## config.mk

```make
export PLATFORM = sky130hd
export DESIGN_NAME = pixel_scan_scheduler_flat
export DESIGN_NICKNAME = d
export VERILOG_FILES = /design/src/rtl/pixel_scan_scheduler_pkg.sv /design/src/rtl/pixel_scan_scheduler_if.sv /design/src/rtl/pixel_scan_scheduler_raster_counter.sv /design/src/rtl/pixel_scan_scheduler.sv /design/src/flat_wrapper.sv
export SDC_FILE = /design/constraint.sdc
export NUM_CORES = 1
export LEC_CHECK = 0
export ABC_AREA = 1
export BUFFER_PORTS_ARGS = -buffer_cell sky130_fd_sc_hd__buf_2
export CORE_MARGIN = 2
export CORE_UTILIZATION = 45
export CTS_BUF_LIST = sky130_fd_sc_hd__clkbuf_4 sky130_fd_sc_hd__clkbuf_8 sky130_fd_sc_hd__clkbuf_16
export CTS_CLUSTER_DIAMETER = 80
export DETAILED_ROUTE_END_ITERATION = 10
export HOLD_SLACK_MARGIN = 0.05
export PLACE_DENSITY = 0.78
export SLEW_MARGIN = 20
export SYNTH_ARGS = -nofsm -noshare
export SYNTH_HDL_FRONTEND = slang
export SYNTH_SLANG_ARGS = --single-unit
export TNS_END_PERCENT = 30
```

## constraint.sdc

```tcl
create_clock -name aclk -period 3.1 [get_ports aclk]
set_input_delay 0.93 -clock aclk [delete_from_list [all_inputs] [get_ports aclk]]
set_output_delay 0.93 -clock aclk [all_outputs]
set_load 0.005 [all_outputs]
```

## src/rtl/pixel_scan_scheduler_pkg.sv

```systemverilog
// Shared types and constants for the pixel scan scheduler.
// Raster geometry defaults and coordinate widths.
package pixel_scan_pkg;

  typedef enum logic [1:0] {
    IDLE,
    ISSUE,
    DRAIN
  } state_t;

  localparam int H_ACTIVE_DEF     = 1024;
  localparam int V_ACTIVE_DEF     = 768;
  localparam int MAX_INFLIGHT_DEF = 32;
  localparam int HCOUNT_W         = 11;
  localparam int VCOUNT_W         = 10;

endpackage

```

## src/rtl/pixel_scan_scheduler_if.sv

```systemverilog
// Paired hcount/vcount AXI-stream bundle.
// master drives coordinates, slave returns tready.
interface pixel_scan_if;
  import pixel_scan_pkg::*;

  logic [HCOUNT_W-1:0] hcount_axis_tdata;
  logic                hcount_axis_tvalid;
  logic                hcount_axis_tready;
  logic [VCOUNT_W-1:0] vcount_axis_tdata;
  logic                vcount_axis_tvalid;
  logic                vcount_axis_tready;

  modport master (
    output hcount_axis_tdata,
    output hcount_axis_tvalid,
    input  hcount_axis_tready,
    output vcount_axis_tdata,
    output vcount_axis_tvalid,
    input  vcount_axis_tready
  );

  modport slave (
    input  hcount_axis_tdata,
    input  hcount_axis_tvalid,
    output hcount_axis_tready,
    input  vcount_axis_tdata,
    input  vcount_axis_tvalid,
    output vcount_axis_tready
  );

endinterface

```

## src/rtl/pixel_scan_scheduler_raster_counter.sv

```systemverilog
// Row-major h/v raster position register.
// last flags the final pixel of the frame.
module pixel_raster_counter
  import pixel_scan_pkg::*;
#(
  parameter int H_ACTIVE = H_ACTIVE_DEF,
  parameter int V_ACTIVE = V_ACTIVE_DEF
) (
  input  logic                clk,
  input  logic                rst_n,
  input  logic                clear,
  input  logic                advance,
  output logic [HCOUNT_W-1:0] h,
  output logic [VCOUNT_W-1:0] v,
  output logic                last
);

  localparam logic [HCOUNT_W-1:0] H_LAST = HCOUNT_W'(H_ACTIVE - 1);
  localparam logic [VCOUNT_W-1:0] V_LAST = VCOUNT_W'(V_ACTIVE - 1);

  logic h_end;
  logic v_end;

  assign h_end = (h == H_LAST);
  assign v_end = (v == V_LAST);
  assign last  = h_end && v_end;

  always_ff @(posedge clk or negedge rst_n) begin
    if (!rst_n) begin
      h <= '0;
      v <= '0;
    end else if (clear) begin
      h <= '0;
      v <= '0;
    end else if (advance) begin
      if (h_end) begin
        h <= '0;
        v <= v_end ? '0 : v + VCOUNT_W'(1);
      end else begin
        h <= h + HCOUNT_W'(1);
      end
    end
  end

endmodule

```

## src/rtl/pixel_scan_scheduler.sv

```systemverilog
// Frame pixel sequencer with credit-limited ray issue.
// Issues row-major h/v beat pairs and reports frame completion.
module pixel_scan_scheduler
  import pixel_scan_pkg::*;
#(
  parameter int H_ACTIVE     = H_ACTIVE_DEF,
  parameter int V_ACTIVE     = V_ACTIVE_DEF,
  parameter int MAX_INFLIGHT = MAX_INFLIGHT_DEF,
  parameter int CW           = $clog2(MAX_INFLIGHT + 1)
) (
  input  logic              aclk,
  input  logic              aresetn,
  input  logic              start,
  input  logic              abort,
  input  logic              ray_done,
  pixel_scan_if.master      axis,
  output logic              busy,
  output logic              frame_done,
  output logic [CW-1:0]     inflight,
  output logic              credit_err
);

  localparam logic [CW-1:0] MAX_C = CW'(MAX_INFLIGHT);

  state_t        state, state_n;
  logic          h_valid, h_valid_n;
  logic          v_valid, v_valid_n;
  logic          h_sent, h_sent_n;
  logic          v_sent, v_sent_n;
  logic          abort_q, abort_q_n;
  logic          busy_n, frame_done_n, credit_err_n;
  logic [CW-1:0] inflight_n;

  logic                h_hs, v_hs, issue, ret;
  logic                credit_ok, stop;
  logic                clear, advance, last;
  logic [HCOUNT_W-1:0] h;
  logic [VCOUNT_W-1:0] v;

  pixel_raster_counter #(
    .H_ACTIVE (H_ACTIVE),
    .V_ACTIVE (V_ACTIVE)
  ) u_raster (
    .clk     (aclk),
    .rst_n   (aresetn),
    .clear   (clear),
    .advance (advance),
    .h       (h),
    .v       (v),
    .last    (last)
  );

  assign axis.hcount_axis_tdata  = h;
  assign axis.vcount_axis_tdata  = v;
  assign axis.hcount_axis_tvalid = h_valid;
  assign axis.vcount_axis_tvalid = v_valid;

  assign h_hs  = h_valid && axis.hcount_axis_tready;
  assign v_hs  = v_valid && axis.vcount_axis_tready;
  // a pixel counts once both halves of the pair have handshaken
  assign issue = (state == ISSUE) && (h_hs || h_sent) && (v_hs || v_sent);
  assign ret   = ray_done && (inflight != '0);
  assign stop  = abort || abort_q;

  always_comb begin
    unique case ({issue, ret})
      2'b10:   inflight_n = inflight + CW'(1);
      2'b01:   inflight_n = inflight - CW'(1);
      default: inflight_n = inflight;
    endcase
  end

  assign credit_ok = (inflight_n < MAX_C);

  always_comb begin
    state_n      = state;
    h_valid_n    = h_valid;
    v_valid_n    = v_valid;
    h_sent_n     = h_sent;
    v_sent_n     = v_sent;
    abort_q_n    = abort_q;
    frame_done_n = 1'b0;
    credit_err_n = credit_err || (ray_done && inflight == '0);
    clear        = 1'b0;
    advance      = 1'b0;
    unique case (state)
      IDLE: begin
        if (start) begin
          state_n      = ISSUE;
          clear        = 1'b1;
          h_valid_n    = credit_ok;
          v_valid_n    = credit_ok;
          h_sent_n     = 1'b0;
          v_sent_n     = 1'b0;
          abort_q_n    = 1'b0;
          credit_err_n = ray_done && inflight == '0;
        end
      end
      ISSUE: begin
        if (issue) begin
          advance   = 1'b1;
          h_sent_n  = 1'b0;
          v_sent_n  = 1'b0;
          abort_q_n = 1'b0;
          if (last || stop) begin
            state_n   = DRAIN;
            h_valid_n = 1'b0;
            v_valid_n = 1'b0;
          end else begin
            h_valid_n = credit_ok;
            v_valid_n = credit_ok;
          end
        end else if (!h_valid && !v_valid) begin
          if (stop) begin
            state_n = DRAIN;
          end else begin
            h_valid_n = credit_ok;
            v_valid_n = credit_ok;
          end
        end else begin
          if (h_hs) begin
            h_valid_n = 1'b0;
            h_sent_n  = 1'b1;
          end
          if (v_hs) begin
            v_valid_n = 1'b0;
            v_sent_n  = 1'b1;
          end
          abort_q_n = stop;
        end
      end
      DRAIN: begin
        h_valid_n = 1'b0;
        v_valid_n = 1'b0;
        if (inflight_n == '0) begin
          state_n      = IDLE;
          frame_done_n = 1'b1;
        end
      end
      default: state_n = IDLE;
    endcase
    busy_n = (state_n != IDLE);
  end

  always_ff @(posedge aclk or negedge aresetn) begin
    if (!aresetn) begin
      state      <= IDLE;
      h_valid    <= 1'b0;
      v_valid    <= 1'b0;
      h_sent     <= 1'b0;
      v_sent     <= 1'b0;
      abort_q    <= 1'b0;
      busy       <= 1'b0;
      frame_done <= 1'b0;
      inflight   <= '0;
      credit_err <= 1'b0;
    end else begin
      state      <= state_n;
      h_valid    <= h_valid_n;
      v_valid    <= v_valid_n;
      h_sent     <= h_sent_n;
      v_sent     <= v_sent_n;
      abort_q    <= abort_q_n;
      busy       <= busy_n;
      frame_done <= frame_done_n;
      inflight   <= inflight_n;
      credit_err <= credit_err_n;
    end
  end

endmodule

```

## src/flat_wrapper.sv

```systemverilog
// flat-port wrapper written by rule: the top's interface ports become plain ports
module pixel_scan_scheduler_flat import pixel_scan_pkg::*;
#(
  parameter int H_ACTIVE     = H_ACTIVE_DEF,
  parameter int V_ACTIVE     = V_ACTIVE_DEF,
  parameter int MAX_INFLIGHT = MAX_INFLIGHT_DEF,
  parameter int CW           = $clog2(MAX_INFLIGHT + 1)
)
  (aclk, aresetn, start, abort, ray_done, busy, frame_done, inflight, credit_err, axis_hcount_axis_tdata, axis_hcount_axis_tvalid, axis_hcount_axis_tready, axis_vcount_axis_tdata, axis_vcount_axis_tvalid, axis_vcount_axis_tready);
  pixel_scan_if axis_i ();
  input  logic aclk;
  input  logic aresetn;
  input  logic start;
  input  logic abort;
  input  logic ray_done;
  output logic busy;
  output logic frame_done;
  output logic [CW-1:0] inflight;
  output logic credit_err;
  output wire logic [$bits(axis_i.hcount_axis_tdata)-1:0] axis_hcount_axis_tdata;
  output wire logic [$bits(axis_i.hcount_axis_tvalid)-1:0] axis_hcount_axis_tvalid;
  input wire logic [$bits(axis_i.hcount_axis_tready)-1:0] axis_hcount_axis_tready;
  output wire logic [$bits(axis_i.vcount_axis_tdata)-1:0] axis_vcount_axis_tdata;
  output wire logic [$bits(axis_i.vcount_axis_tvalid)-1:0] axis_vcount_axis_tvalid;
  input wire logic [$bits(axis_i.vcount_axis_tready)-1:0] axis_vcount_axis_tready;
  assign axis_hcount_axis_tdata = axis_i.hcount_axis_tdata;
  assign axis_hcount_axis_tvalid = axis_i.hcount_axis_tvalid;
  assign axis_i.hcount_axis_tready = axis_hcount_axis_tready;
  assign axis_vcount_axis_tdata = axis_i.vcount_axis_tdata;
  assign axis_vcount_axis_tvalid = axis_i.vcount_axis_tvalid;
  assign axis_i.vcount_axis_tready = axis_vcount_axis_tready;
  pixel_scan_scheduler #(.H_ACTIVE(H_ACTIVE), .V_ACTIVE(V_ACTIVE), .MAX_INFLIGHT(MAX_INFLIGHT), .CW(CW)) u_core (.aclk(aclk), .aresetn(aresetn), .start(start), .abort(abort), .ray_done(ray_done), .axis(axis_i), .busy(busy), .frame_done(frame_done), .inflight(inflight), .credit_err(credit_err));
endmodule
```

==> out/qor.yml, run 1 <==
place:
  gp_congestion: 0.922
  hpwl_um: 3770
  dp.cells: 418
  numPortBuffers: 38
  dp_slack_ps: 86.3
  place_area_um2: 2620
floorplanning:
  die_w_um: 76.3
  ios: 39
  die_area_um2: 5830
  coreArea_um2: 5070
  dieHeight_um: 76.3
  std_cell_rows: 26
  start_util_pct: 46.4
sta:
  fin_worst_skew_ps: 6.94
  worst_slack_ps: 299
  slew_headroom_pct: 45.6
  timing.final.crit_share_pct: 90.4
  fmax_ghz: 0.357
  tns_ps: 0
  worstMarginPinSlew_ps: 816
  fin_crit_ps: 2800
  slew_violations: 0
  setup_viol: 0
  rsz0062_at_grt: "no"
  hold_slack_ps: 504
  finalHoldViolCount: 0
logic_synthesis:
  synthFlopType: "dfrtp_1"
  synth-compound-area-share_pct: 12.3
  synth-xor-area-share_pct: 2.23
  synth_cells: 310
  muxShareOfSynthArea_pct: 0
  synth_fa_ha_area_share_pct: 4.78
  ys_ff_latch: 37
  synthArstFlopShare_pct: 100
  netlist_area_um2: 2350
  yosysWarnings: 0
  ys_types: 39
  synthSimpleGateAreaFrac_pct: 30.7
  synth-edff-count: 0
  synth_top_family_by_area: "simple AND/OR/NAND/NOR gates"
  yosysSeqAreaShare_pct: 39.3
  synth_area_per_cell_um2: 7.60
  syn-num-nets: 326
clock_network:
  cts-root-buf: "clkbuf_8"
  clk_pin_slew_ps: 70
  htree_num_levels: 2
  clock_latency_ps: 290
  cts_buffers: 5
  cts_tree: "built"
  clockBufferDepth: 2
  clock_sinks: 37
  holdBufCountCts: 0
status:
  status: "finished clean"
cells_and_area:
  drive_gt1_share_pct: 24.3
  mostFrequentLayoutCells: "nand2_1 (65), inv_1 (49), buf_2 (38), dfrtp_1 (36), nor2_1 (29)"
  fin_cells: 428
  num-fill-cells: 481
  fin_area_um2: 2750
  syn2layout_area_growth_pct: 17.0
  final_nets: 374
  antenna_cells: 0
  final_common_cell: "nand2_1"
  final_core_util_pct: 54.3
setup_path:
  crit_fanout: 4
  crit_type: "reg2reg"
  endpoint_kind: "register"
  startpoint_type: "register"
  worstPathRequired_ps: 3280
  cp.arrival_ps: 2980
pwr:
  p_clk_share_pct: 18.0
  p_per_area_nw_per_um2: 810
  pwr-share-comb_pct: 47.7
  switching_power_mw: 0.956
  leakage_nw: 1.43
  ir_drop_mv: 0.519
  finalPower_mw: 2.23
  seq_power_share_pct: 34.2
  switching_share_pct: 42.8
  intPower_mw: 1.28
routing:
  routed_wl_um: 4960
  ant_nets: 0
  vias: 2099
  drt_iter0_markers: 125
  drt_first_pass_iters: 4
  drc: 0
  wire_per_inst_um: 11.6
  vias_per_cell: 4.90
run:
  maxCapViolations: 0
global_route:
  grt_pass1_vias: 1975
  grt_pass1_wl_um: 8680
  grtUsageTotal_pct: 18.1
  antenna_found_initial: 0
  grt_overflow: 0
  grt_max_degree: 38
min_path:
  hold_class: "reg2reg"
## worst max-delay path, stage by stage (launching register included)
cell and delay, ps:
dfrtp_2 420, or2_1 250, nor2_1 80, and3_1 180
inv_1 50, nand2_1 50, inv_1 60, ha_2 210
nor2_2 140, nor2_2 60, ha_1 280, nand2_2 70
o21ai_2 50, or2_0 200, nor2_1 110, nand3_1 90
nor2_2 100, nand2_2 70, nand2_1 60, nand2_1 50
nand2_1 70, nand2_1 50
## path summary, 6_finish.rpt
path / cells past startpoint / startpoint / slack, ps / end
max in group asynchronous: 1 / aresetn / 1800 / u_core.inflight[3]$_DFF_PN0_
setup / recovery: 21 / u_core.inflight[3]$_DFF_PN0_ / 300 / u_core.busy$_DFF_PN0_
hold / removal: 2 / u_core.abort_q$_DFFE_PN0P_ / 500 / u_core.abort_q$_DFFE_PN0P_
hold reg to reg: 2 / u_core.abort_q$_DFFE_PN0P_ / 500 / u_core.abort_q$_DFFE_PN0P_
setup reg to reg: 21 / u_core.inflight[3]$_DFF_PN0_ / 300 / u_core.busy$_DFF_PN0_
min in group asynchronous: 1 / aresetn / 730 / u_core.u_raster.v[7]$_DFFE_PN0P_
## area by class of cell
cell class	count	area, um^2	share of cell area, %
Tap cell	70	87.6	3.18
Clock inverter	2	35.0	1.27
Inverter	57	219	7.95
Multi-Input combinational cell	213	1180	42.9
Sequential cell	37	927	33.7
Clock buffer	5	68.8	2.50
Timing Repair Buffer	44	235	8.54
## timing repair
action                                  in CTS  in global routing
resized for setup                            0                  3
endpoints found under the setup margin       0                  3
buffers inserted                             0                  3
## power by group through the flow
stage	Combinational [mW]	Clock, mW	Sequential [mW]
2_1_floorplan	0.736	0	0.768
3_3_place_gp	0.991	0	0.780
3_5_place_dp	1.01	0	0.783
4_1_cts	1.02	0.412	0.774
5_1_grt	1.21	0.434	0.787
6_report	1.07	0.403	0.763
## routing by layer
| layer | up-vias | track usage [%] | wire length [um] |
|---|---|---|---|
| li1 | 1086 | - | - |
| met1 | 947 | 23.9 | 2370 |
| met2 | 61 | 30.8 | 2320 |
| met3 | 5 | 3.55 | 245 |
| met4 | 0 | 4.55 | 29 |
| met5 | - | 0 | 0 |
## registers in the layout (all words and copies together) (netlist names)
register                        flops
u_core.axis.vcount_axis_tvalid      1
u_core.inflight                     6
u_core.abort_q                      1
u_core.h_sent                       1
u_core.busy                         1
u_core.frame_done                   1
u_core.u_raster.v                  10
u_core.u_raster.h                  11
u_core.state                        2
u_core.credit_err                   1
u_core.v_sent                       1
u_core.axis.hcount_axis_tvalid      1
## synthesized netlist by cell type (3+ instances only)
master | number | area [um^2]
nand2_1 | 65 | 244
a21oi_1 | 17 | 85.1
nand3_1 | 20 | 100
xnor2_1 | 4 | 35.0
nor2_1 | 30 | 113
inv_1 | 49 | 184
buf_6 | 3 | 33.8
dfrtp_1 | 37 | 926
o21ai_0 | 11 | 55.1
nor3_1 | 8 | 40.0
nor2_2 | 5 | 31.3
ha_1 | 9 | 113
inv_2 | 7 | 26.3
nand2_2 | 7 | 43.8
a211oi_1 | 3 | 22.5
o21a_1 | 4 | 30.0
## cells by family after synthesis
kind of cell             after synthesis
AO/OA/AOI/OAI                         46
AND/OR/NAND/NOR                      152
XOR/XNOR                               6
buffers and inverters                 60
adder cells (fa/ha/maj)                9
flip-flops                            37
Power figures use the tool's default switching activity.
==> run 2, diff against run 1 <==
Settings changed: SYNTH_HIERARCHICAL set to 1.
==> run 2 against run 1 <==
  * Register-to-register slack barely moved
  * Largest cell class unchanged
  * Maximum frequency fell by 0.12%
  * Design area rose by 4.1%
  * Critical endpoint is now u_core/state[1]$_DFF_PN0_
  * Via count rose by 11%
  * Flip-flop and latch count did not move
  * Non-clock buffer count fell by 2
  * Utilization fell by 1.2 points
  * Synthesized area rose by 5.4%
  * Count of clock-buffer cells in the layout did not move
  * Wire length rose by 5.2%
  * First-iteration DRC count rose by 41%
==> out/qor.yml, run 2 <==
clock_network:
  clockBufferDepth: 2  # unchanged
  cts_buffers: 5  # unchanged
  clock_sinks: 37  # unchanged
  post_cts_buffers: 0  # unchanged
  htree_num_levels: 2  # unchanged
  cts_tree: "built"  # unchanged
  holdBufCountCts: 0  # unchanged
  cts-root-buf: "clkbuf_8"  # unchanged
  clk_pin_slew_ps: 70  # about the same
  clock_latency_ps: 290  # about the same
cells_and_area:
  syn2layout_area_growth_pct: 15.5  # was 17.0%
  mostFrequentLayoutCells: "nand2_1 (101), inv_1 (46), buf_2 (38), dfrtp_1 (36), nor2_1 (34)"  # was nand2_1 (65), inv_1 (49), buf_2 (38), dfrtp_1 (36), nor2_1 (29)
  final_core_util_pct: 53.0  # was 54.3%
  drive_gt1_share_pct: 23.3  # was 24.3%
  final_common_cell: "nand2_1"  # unchanged
  largestRegisters: "u_core/u_raster/h (11), u_core/u_raster/v (10), u_core/inflight (6)"  # was u_core.u_raster.h (11), u_core.u_raster.v (10), u_core.inflight (6)
  largest_reg_flops: 11  # unchanged
  largest-register: "u_core/u_raster/h"  # was u_core.u_raster.h
  final_nets: 411  # was 374
  antenna_cells: 0  # unchanged
setup_path:
  startpoint_type: "register"  # unchanged
  crit_fanout: 7  # was 4
  crit_type: "reg2reg"  # unchanged
  critPathLaunch: "u_core/state[1]$_DFF_PN0_"  # was u_core.inflight[3]$_DFF_PN0_
  r2r_setup_slack_ps: 300  # about the same
  cp.arrival_ps: 2980  # about the same
  worstPathRequired_ps: 3280  # about the same
  reg2reg_depth: 19  # was 21
  worst_r2r_endpoint: "u_core/state[1]$_DFF_PN0_"  # was u_core.busy$_DFF_PN0_
  endpoint_kind: "register"  # unchanged
  r2r_start: "u_core/state[1]$_DFF_PN0_"  # was u_core.inflight[3]$_DFF_PN0_
floorplanning:
  ios: 39  # unchanged
  die_w_um: 78.3  # was 76.3 um
  std_cell_rows: 27  # was 26
  coreArea_um2: 5410  # was 5070 um^2
  die_area_um2: 6130  # was 5830 um^2
  dieHeight_um: 78.3  # was 76.3 um
  start_util_pct: 45.9  # was 46.4%
sta:
  finalHoldViolCount: 0  # unchanged
  worstMarginPinSlew_ps: 843  # was 816 ps
  tns_ps: 0  # unchanged
  fmax_ghz: 0.357  # about the same
  worst_slack_ps: 295  # was 299 ps
  timing.final.crit_share_pct: 90.5  # was 90.4%
  fin_crit_ps: 2800  # about the same
  setup_viol: 0  # unchanged
  slew_violations: 0  # unchanged
  slew_headroom_pct: 43.8  # was 45.6%
  fin_worst_skew_ps: 11.5  # was 6.94 ps
place:
  hpwl_um: 3930  # was 3770 um
  gp_congestion: 0.900  # was 0.922
  dp_slack_ps: 40.8  # was 86.3 ps
  numPortBuffers: 38  # unchanged
routing:
  routed_wl_um: 5220  # was 4960 um
  drt_first_pass_iters: 5  # was 4
  wire_per_inst_um: 11.2  # was 11.6 um
  vias_per_cell: 4.99  # was 4.90
  drc: 0  # unchanged
  vias: 2330  # was 2,099
  drt_iter0_markers: 176  # was 125
  ant_nets: 0  # unchanged
global_route:
  grt_max_degree: 38  # unchanged
  antenna_found_initial: 0  # unchanged
  grt_overflow: 0  # unchanged
  grt_pass1_wl_um: 8940  # was 8680 um
  grt_pass1_vias: 2117  # was 1,975
  grtUsageTotal_pct: 17.8  # was 18.1%
pwr:
  leakage_nw: 1.55  # was 1.43 nW
  seq_power_share_pct: 34.3  # was 34.2%
  pwr-share-comb_pct: 47.6  # was 47.7%
  switching_share_pct: 43.9  # was 42.8%
  p_clk_share_pct: 18.1  # was 18.0%
  ir_drop_mv: 0.312  # was 0.519 mV
  intPower_mw: 1.24  # was 1.28 mW
  p_per_area_nw_per_um2: 772  # was 810 nW/um^2
  switching_power_mw: 0.972  # was 0.956 mW
logic_synthesis:
  synth_common_cells: "nand2_1 (101), inv_1 (47), dfrtp_1 (37), nor2_1 (35), nand3_1 (32)"  # was nand2_1 (65), inv_1 (49), dfrtp_1 (37), nor2_1 (30), nand3_1 (20)
  netlist_area_um2: 2480  # was 2350 um^2
  synth.area.top_cells: "dfrtp_1 (37%), nand2_1 (15%), inv_1 (7.1%)"  # was dfrtp_1 (39%), nand2_1 (10%), inv_1 (7.8%)
  yosysMostFrequentCell: "nand2_1"  # unchanged
  synth_area_per_cell_um2: 7.07  # was 7.60 um^2
  synthArstFlopShare_pct: 100  # unchanged
  synth_cells: 351  # was 310
  yosysSeqAreaShare_pct: 37.3  # was 39.3%
  syn-num-nets: 367  # was 326
  ys_ff_latch: 37  # unchanged
  synth-edff-count: 0  # unchanged
  synthFlopType: "dfrtp_1"  # unchanged
  yosysTopAreaCell: "dfrtp_1"  # unchanged
  yosysWarnings: 6  # was 0
  ys_types: 36  # was 39
  synth.top_cell.area_share_pct: 37.3  # was 39.3%
run:
  maxCapViolations: 0  # unchanged
min_path:
  min_to: "u_core/credit_err$_DFF_PN0_"  # was u_core.abort_q$_DFFE_PN0P_
  min_from: "u_core/credit_err$_DFF_PN0_"  # was u_core.abort_q$_DFFE_PN0P_
  min_path_cells: 2  # unchanged
  hold_class: "reg2reg"  # unchanged
status:
  status: "finished clean"  # unchanged
[run 2: layout make-up]
class / count / area (um^2)
multi-input combinational: 254 / 1320
clock inverter: 2 / 35.0
sequential: 37 / 927
tap: 72 / 90.1
timing repair buffer: 42 / 220
fill: 536 / 2540
clock buffer: 5 / 68.8
inverter: 55 / 206
[run 2: timing repair]
action                                  CTS  global route
gates resized for setup                   0             5
hold endpoints to repair                  0             0
endpoints found under the setup margin    0             3
[run 2: cells by family (layout without fill, tap and decap cells)]
family	count (synthesis)	after routing	synth area share [%]
compound gates	37	37	9.68
xor+xnor	3	3	1.06
fa+ha+maj	9	9	4.54
buf+inv	60	104	9.88
flops	37	37	37.3
simple gates	205	205	37.6
[run 2: worst max-delay path by stage]
stage                                      endpoint  cells past startpoint
after floorplan               u_core/busy$_DFF_PN0_                     19
after global placement        u_core/busy$_DFF_PN0_                     19
after detailed placement      u_core/busy$_DFF_PN0_                     20
after CTS                 u_core/state[1]$_DFF_PN0_                     20
after global routing          u_core/busy$_DFF_PN0_                     19
final                     u_core/state[1]$_DFF_PN0_                     19
[run 2: power groups by stage]
stage	clock network, mW	logic (mW)	registers [mW]
final	0.401	1.05	0.759
after global routing	0.433	1.21	0.781
after CTS	0.418	1.05	0.757
after detailed placement	0	1.04	0.763
after global placement	0	1.02	0.765
after floorplan	0	0.778	0.735
[run 2: critical path: stages (launching register included)]
cell and delay [ps]:
dfrtp_2 450, inv_2 100, ha_2 210, inv_1 100, nor2_1 110, nand2_1 80, buf_4 170, ha_1 400
inv_2 110, nand2_1 90, o21ai_2 60, or2_0 200, nor2_1 100, nand3_1 100, nor2_2 100, nand2_2 70
nand3_2 60, nand3_2 60, nand2_2 90, inv_1 40
[run 2: routing by layer]
metal / wire, um / track usage, %
met1: 2490 / 23.4
met2: 2380 / 29.2
met3: 289 / 3.68
met4: 57 / 6.32
met5: 0 / 0
[run 2: stage by stage]
stage,hold WS [ps],power (mW),instances,area [um^2]
after floorplan,460,1.51,351,2480
after global placement,463,1.78,460,2750
after detailed placement,482,1.81,460,2750
after CTS,499,2.22,467,2860
after global routing,519,2.42,467,2870
final,492,2.21,467,2870
==> run 3, diff against run 2 <==
Settings changed: CORE_ASPECT_RATIO set to 0.9, CORE_UTILIZATION 45 to 50, PLACE_DENSITY 0.78 to 0.84.
==> run 3 against run 2 <==
  * Setup slack worse by 80 ps
  * Critical endpoint is now u_core/busy$_DFF_PN0_
  * Worst hold slack better by 19 ps
  * Via count is 4.5% higher
  * Sequential share of layout area is 0.29 points lower
  * Largest cell class unchanged
  * Sequential power is 1% higher
  * Wire length is 14% higher
  * Flip-flop and latch count stayed put
  * Count of clock-buffer cells in the layout is 1 higher
  * Design area is 1.0% higher
  * Maximum frequency is 2.8% lower
  * Utilization is 7.3 points higher
==> out/qor.yml, run 3 (same netlist as run 2, synthesis figures left out) <==
setup_path:
  critPathBufInv: 3  # was 5
  startpoint_type: "register"  # unchanged
  cpPeakStageDelay_ps: 450  # about the same
  slowest_stage: "dfrtp_2"  # unchanged
  critPathTopFamily: "simple AND/OR/NAND/NOR gates"  # unchanged
  cp.arrival_ps: 3070  # was 2980 ps
  r2r_setup_slack_ps: 220  # was 300 ps
  crit_type: "reg2reg"  # unchanged
  worstPathCellList: "inv_2, ha_2, inv_1, nor2_1, nand2_1, ha_2, nand2_1, inv_1, nor2_2, ha_1, nand2_1, o21ai_2, or2_0, nor2_1, nand3_1, nor2_2, nand2_2, nand2_1, nand3_2, nand2_2, nand2_2"  # was inv_2, ha_2, inv_1, nor2_1, nand2_1, buf_4, ha_1, inv_2, nand2_1, o21ai_2, or2_0, nor2_1, nand3_1, nor2_2, nand2_2, nand3_2, nand3_2, nand2_2, inv_1
  cp_common_cell: "nand2_1"
  worstPathRequired_ps: 3280  # about the same
  crit_fanout: 6  # was 7
  endpoint_kind: "register"  # unchanged
routing:
  routed_wl_um: 5950  # was 5220 um
  drc: 0  # unchanged
  vias: 2435  # was 2,330
  wire_per_inst_um: 12.8  # was 11.2 um
  drt_iter0_markers: 208  # was 176
  drt_first_pass_iters: 5  # unchanged
  vias_per_cell: 5.26  # was 4.99
  ant_nets: 0  # unchanged
sta:
  worstMarginPinSlew_ps: 841  # was 843 ps
  setup_viol: 0  # unchanged
  worst_slack_ps: 216  # was 295 ps
  fin_worst_skew_ps: 14.0  # was 11.5 ps
  slew_violations: 0  # unchanged
  timing.final.crit_share_pct: 93.0  # was 90.5%
  fin_crit_ps: 2880  # was 2800 ps
  rsz0062_at_grt: "no"
  tns_ps: 0  # unchanged
  fmax_ghz: 0.347  # was 0.357 GHz
  slew_headroom_pct: 43.9  # was 43.8%
  finalHoldViolCount: 0  # unchanged
pwr:
  finalPower_mw: 2.34  # was 2.21 mW
  ir_drop_mv: 0.466  # was 0.312 mV
  switching_share_pct: 44.8  # was 43.9%
  intPower_mw: 1.29  # was 1.24 mW
  switching_power_mw: 1.05  # was 0.972 mW
  pwr-share-comb_pct: 48.0  # was 47.6%
  p_per_area_nw_per_um2: 807  # was 772 nW/um^2
  leakage_nw: 1.56  # was 1.55 nW
  p_clk_share_pct: 19.2  # was 18.1%
  seq_power_share_pct: 32.8  # was 34.3%
global_route:
  grt_max_degree: 38  # unchanged
  grtUsageTotal_pct: 22.7  # was 17.8%
  busiest_layer: "met2"  # unchanged
  grt_overflow: 0  # unchanged
  use_met3_pct: 4.72  # was 3.68%
  antenna_found_initial: 0  # unchanged
  grt_pass1_wl_um: 10000  # was 8940 um
  met2_usage_pct: 39.4  # was 29.2%
  grt_use_met1_pct: 27.9  # was 23.4%
  grt_pass1_vias: 2317  # was 2,117
cells_and_area:
  mostFrequentLayoutCells: "nand2_1 (101), inv_1 (46), buf_2 (38), dfrtp_1 (35), nor2_1 (34)"  # was nand2_1 (101), inv_1 (46), buf_2 (38), dfrtp_1 (36), nor2_1 (34)
  antenna_cells: 0  # unchanged
  multiInputGateArea_um2: 1330  # was 1320 um^2
  largest_reg_flops: 11  # unchanged
  final_nets: 413  # was 411
  num-fill-cells: 448  # was 536
  syn2layout_area_growth_pct: 16.7  # was 15.5%
  final_core_util_pct: 60.3  # was 53.0%
  largest-register: "u_core/u_raster/h"  # unchanged
  largestRegisters: "u_core/u_raster/h (11), u_core/u_raster/v (10), u_core/inflight (6)"  # unchanged
  fin_cells: 463  # was 467
  final_common_cell: "nand2_1"  # unchanged
  drive_gt1_share_pct: 24.4  # was 23.3%
  regArea_um2: 928  # was 927 um^2
floorplanning:
  start_util_pct: 51.7  # was 45.9%
  ios: 39  # unchanged
  coreArea_um2: 4800  # was 5410 um^2
  std_cell_rows: 24  # was 27
  dieHeight_um: 70.8  # was 78.3 um
  die_area_um2: 5550  # was 6130 um^2
  die_w_um: 78.3  # unchanged
place:
  hpwl_um: 4220  # was 3930 um
  dp_slack_ps: -15.0  # was 40.8 ps
  dp.cells: 452  # was 460
  gp_congestion: 0.919  # was 0.900
  numPortBuffers: 38  # unchanged
clock_network:
  cts_buffers: 5  # unchanged
  clock_latency_ps: 300  # was 290 ps
  cts_tree: "built"  # unchanged
  clock_sinks: 37  # unchanged
  clockBufferDepth: 2  # unchanged
  holdBufCountCts: 0  # unchanged
  htree_num_levels: 2  # unchanged
  cts-root-buf: "clkbuf_8"  # unchanged
  clk_pin_slew_ps: 80  # was 70 ps
min_path:
  hold_class: "reg2reg"  # unchanged
run:
  maxCapViolations: 0  # unchanged
status:
  status: "finished clean"  # unchanged
[run 3: cell count changes in the layout (fill, tap and decap cells not counted), sizes merged]
cell      previous run  this run
clkinv               2         1
clkbuf               5         6
clkinvlp             0         1
buf                 42        44
[run 3: through the flow]
step | instance area [um^2] | hold slack (ps)
after global placement | 2740 | 468
after global routing | 2900 | 542
after detailed placement | 2740 | 486
final | 2900 | 511
after floorplan | 2480 | 460
after CTS | 2860 | 513
[run 3: cell type report]
class | count | area share, %
Timing Repair Buffer | 44 | 8.12
Sequential cell | 37 | 32.1
Multi-Input combinational cell | 254 | 45.7
Clock inverter | 2 | 1.30
Inverter | 55 | 7.13
Clock buffer | 6 | 2.85
Tap cell | 65 | 2.81
[run 3: worst paths after layout]
kind / startpoint / cells past startpoint / to
min reg2reg: u_core/v_sent$_DFFE_PN0P_ / 2 / u_core/v_sent$_DFFE_PN0P_
max: u_core/state[1]$_DFF_PN0_ / 21 / u_core/busy$_DFF_PN0_
max in group asynchronous: aresetn / 1 / u_core/state[1]$_DFF_PN0_
max reg2reg: u_core/state[1]$_DFF_PN0_ / 21 / u_core/busy$_DFF_PN0_
min: u_core/v_sent$_DFFE_PN0P_ / 2 / u_core/v_sent$_DFFE_PN0P_
min in group asynchronous: aresetn / 1 / u_core/u_raster/v[6]$_DFFE_PN0P_
[run 3: timing repair]
item                                    CTS  global route
endpoints found under the hold margin     0             0
setup buffers                             0             3
endpoints found under the setup margin    0             3
gates resized for setup                   0             7
[run 3: worst register-to-register path, cell delays in order, from the launching register on]
cell and delay (ps):
dfrtp_2 450, inv_2 90, ha_2 210, inv_1 110, nor2_1 120, nand2_1 100
ha_2 220, nand2_1 90, inv_1 70, nor2_2 110, ha_1 240, nand2_1 90
o21ai_2 60, or2_0 190, nor2_1 110, nand3_1 90, nor2_2 100, nand2_2 70
nand2_1 80, nand3_2 60, nand2_2 70, nand2_2 50
[run 3: power by group through the flow]
| stage | Combinational (mW) | Sequential [mW] | Clock, mW |
|---|---|---|---|
| 6_report | 1.12 | 0.767 | 0.448 |
| 5_1_grt | 1.27 | 0.786 | 0.479 |
| 4_1_cts | 1.06 | 0.760 | 0.457 |
| 3_5_place_dp | 1.05 | 0.765 | 0 |
| 3_3_place_gp | 1.01 | 0.763 | 0 |
| 2_1_floorplan | 0.778 | 0.735 | 0 |
[run 3: per-layer routing]
metal  vias to the layer above  share of wire, %
li1                       1207                 -
met1                      1125                44
met2                        86                49
met3                        17               5.1
met4                         0               2.5
met5                         -                 0
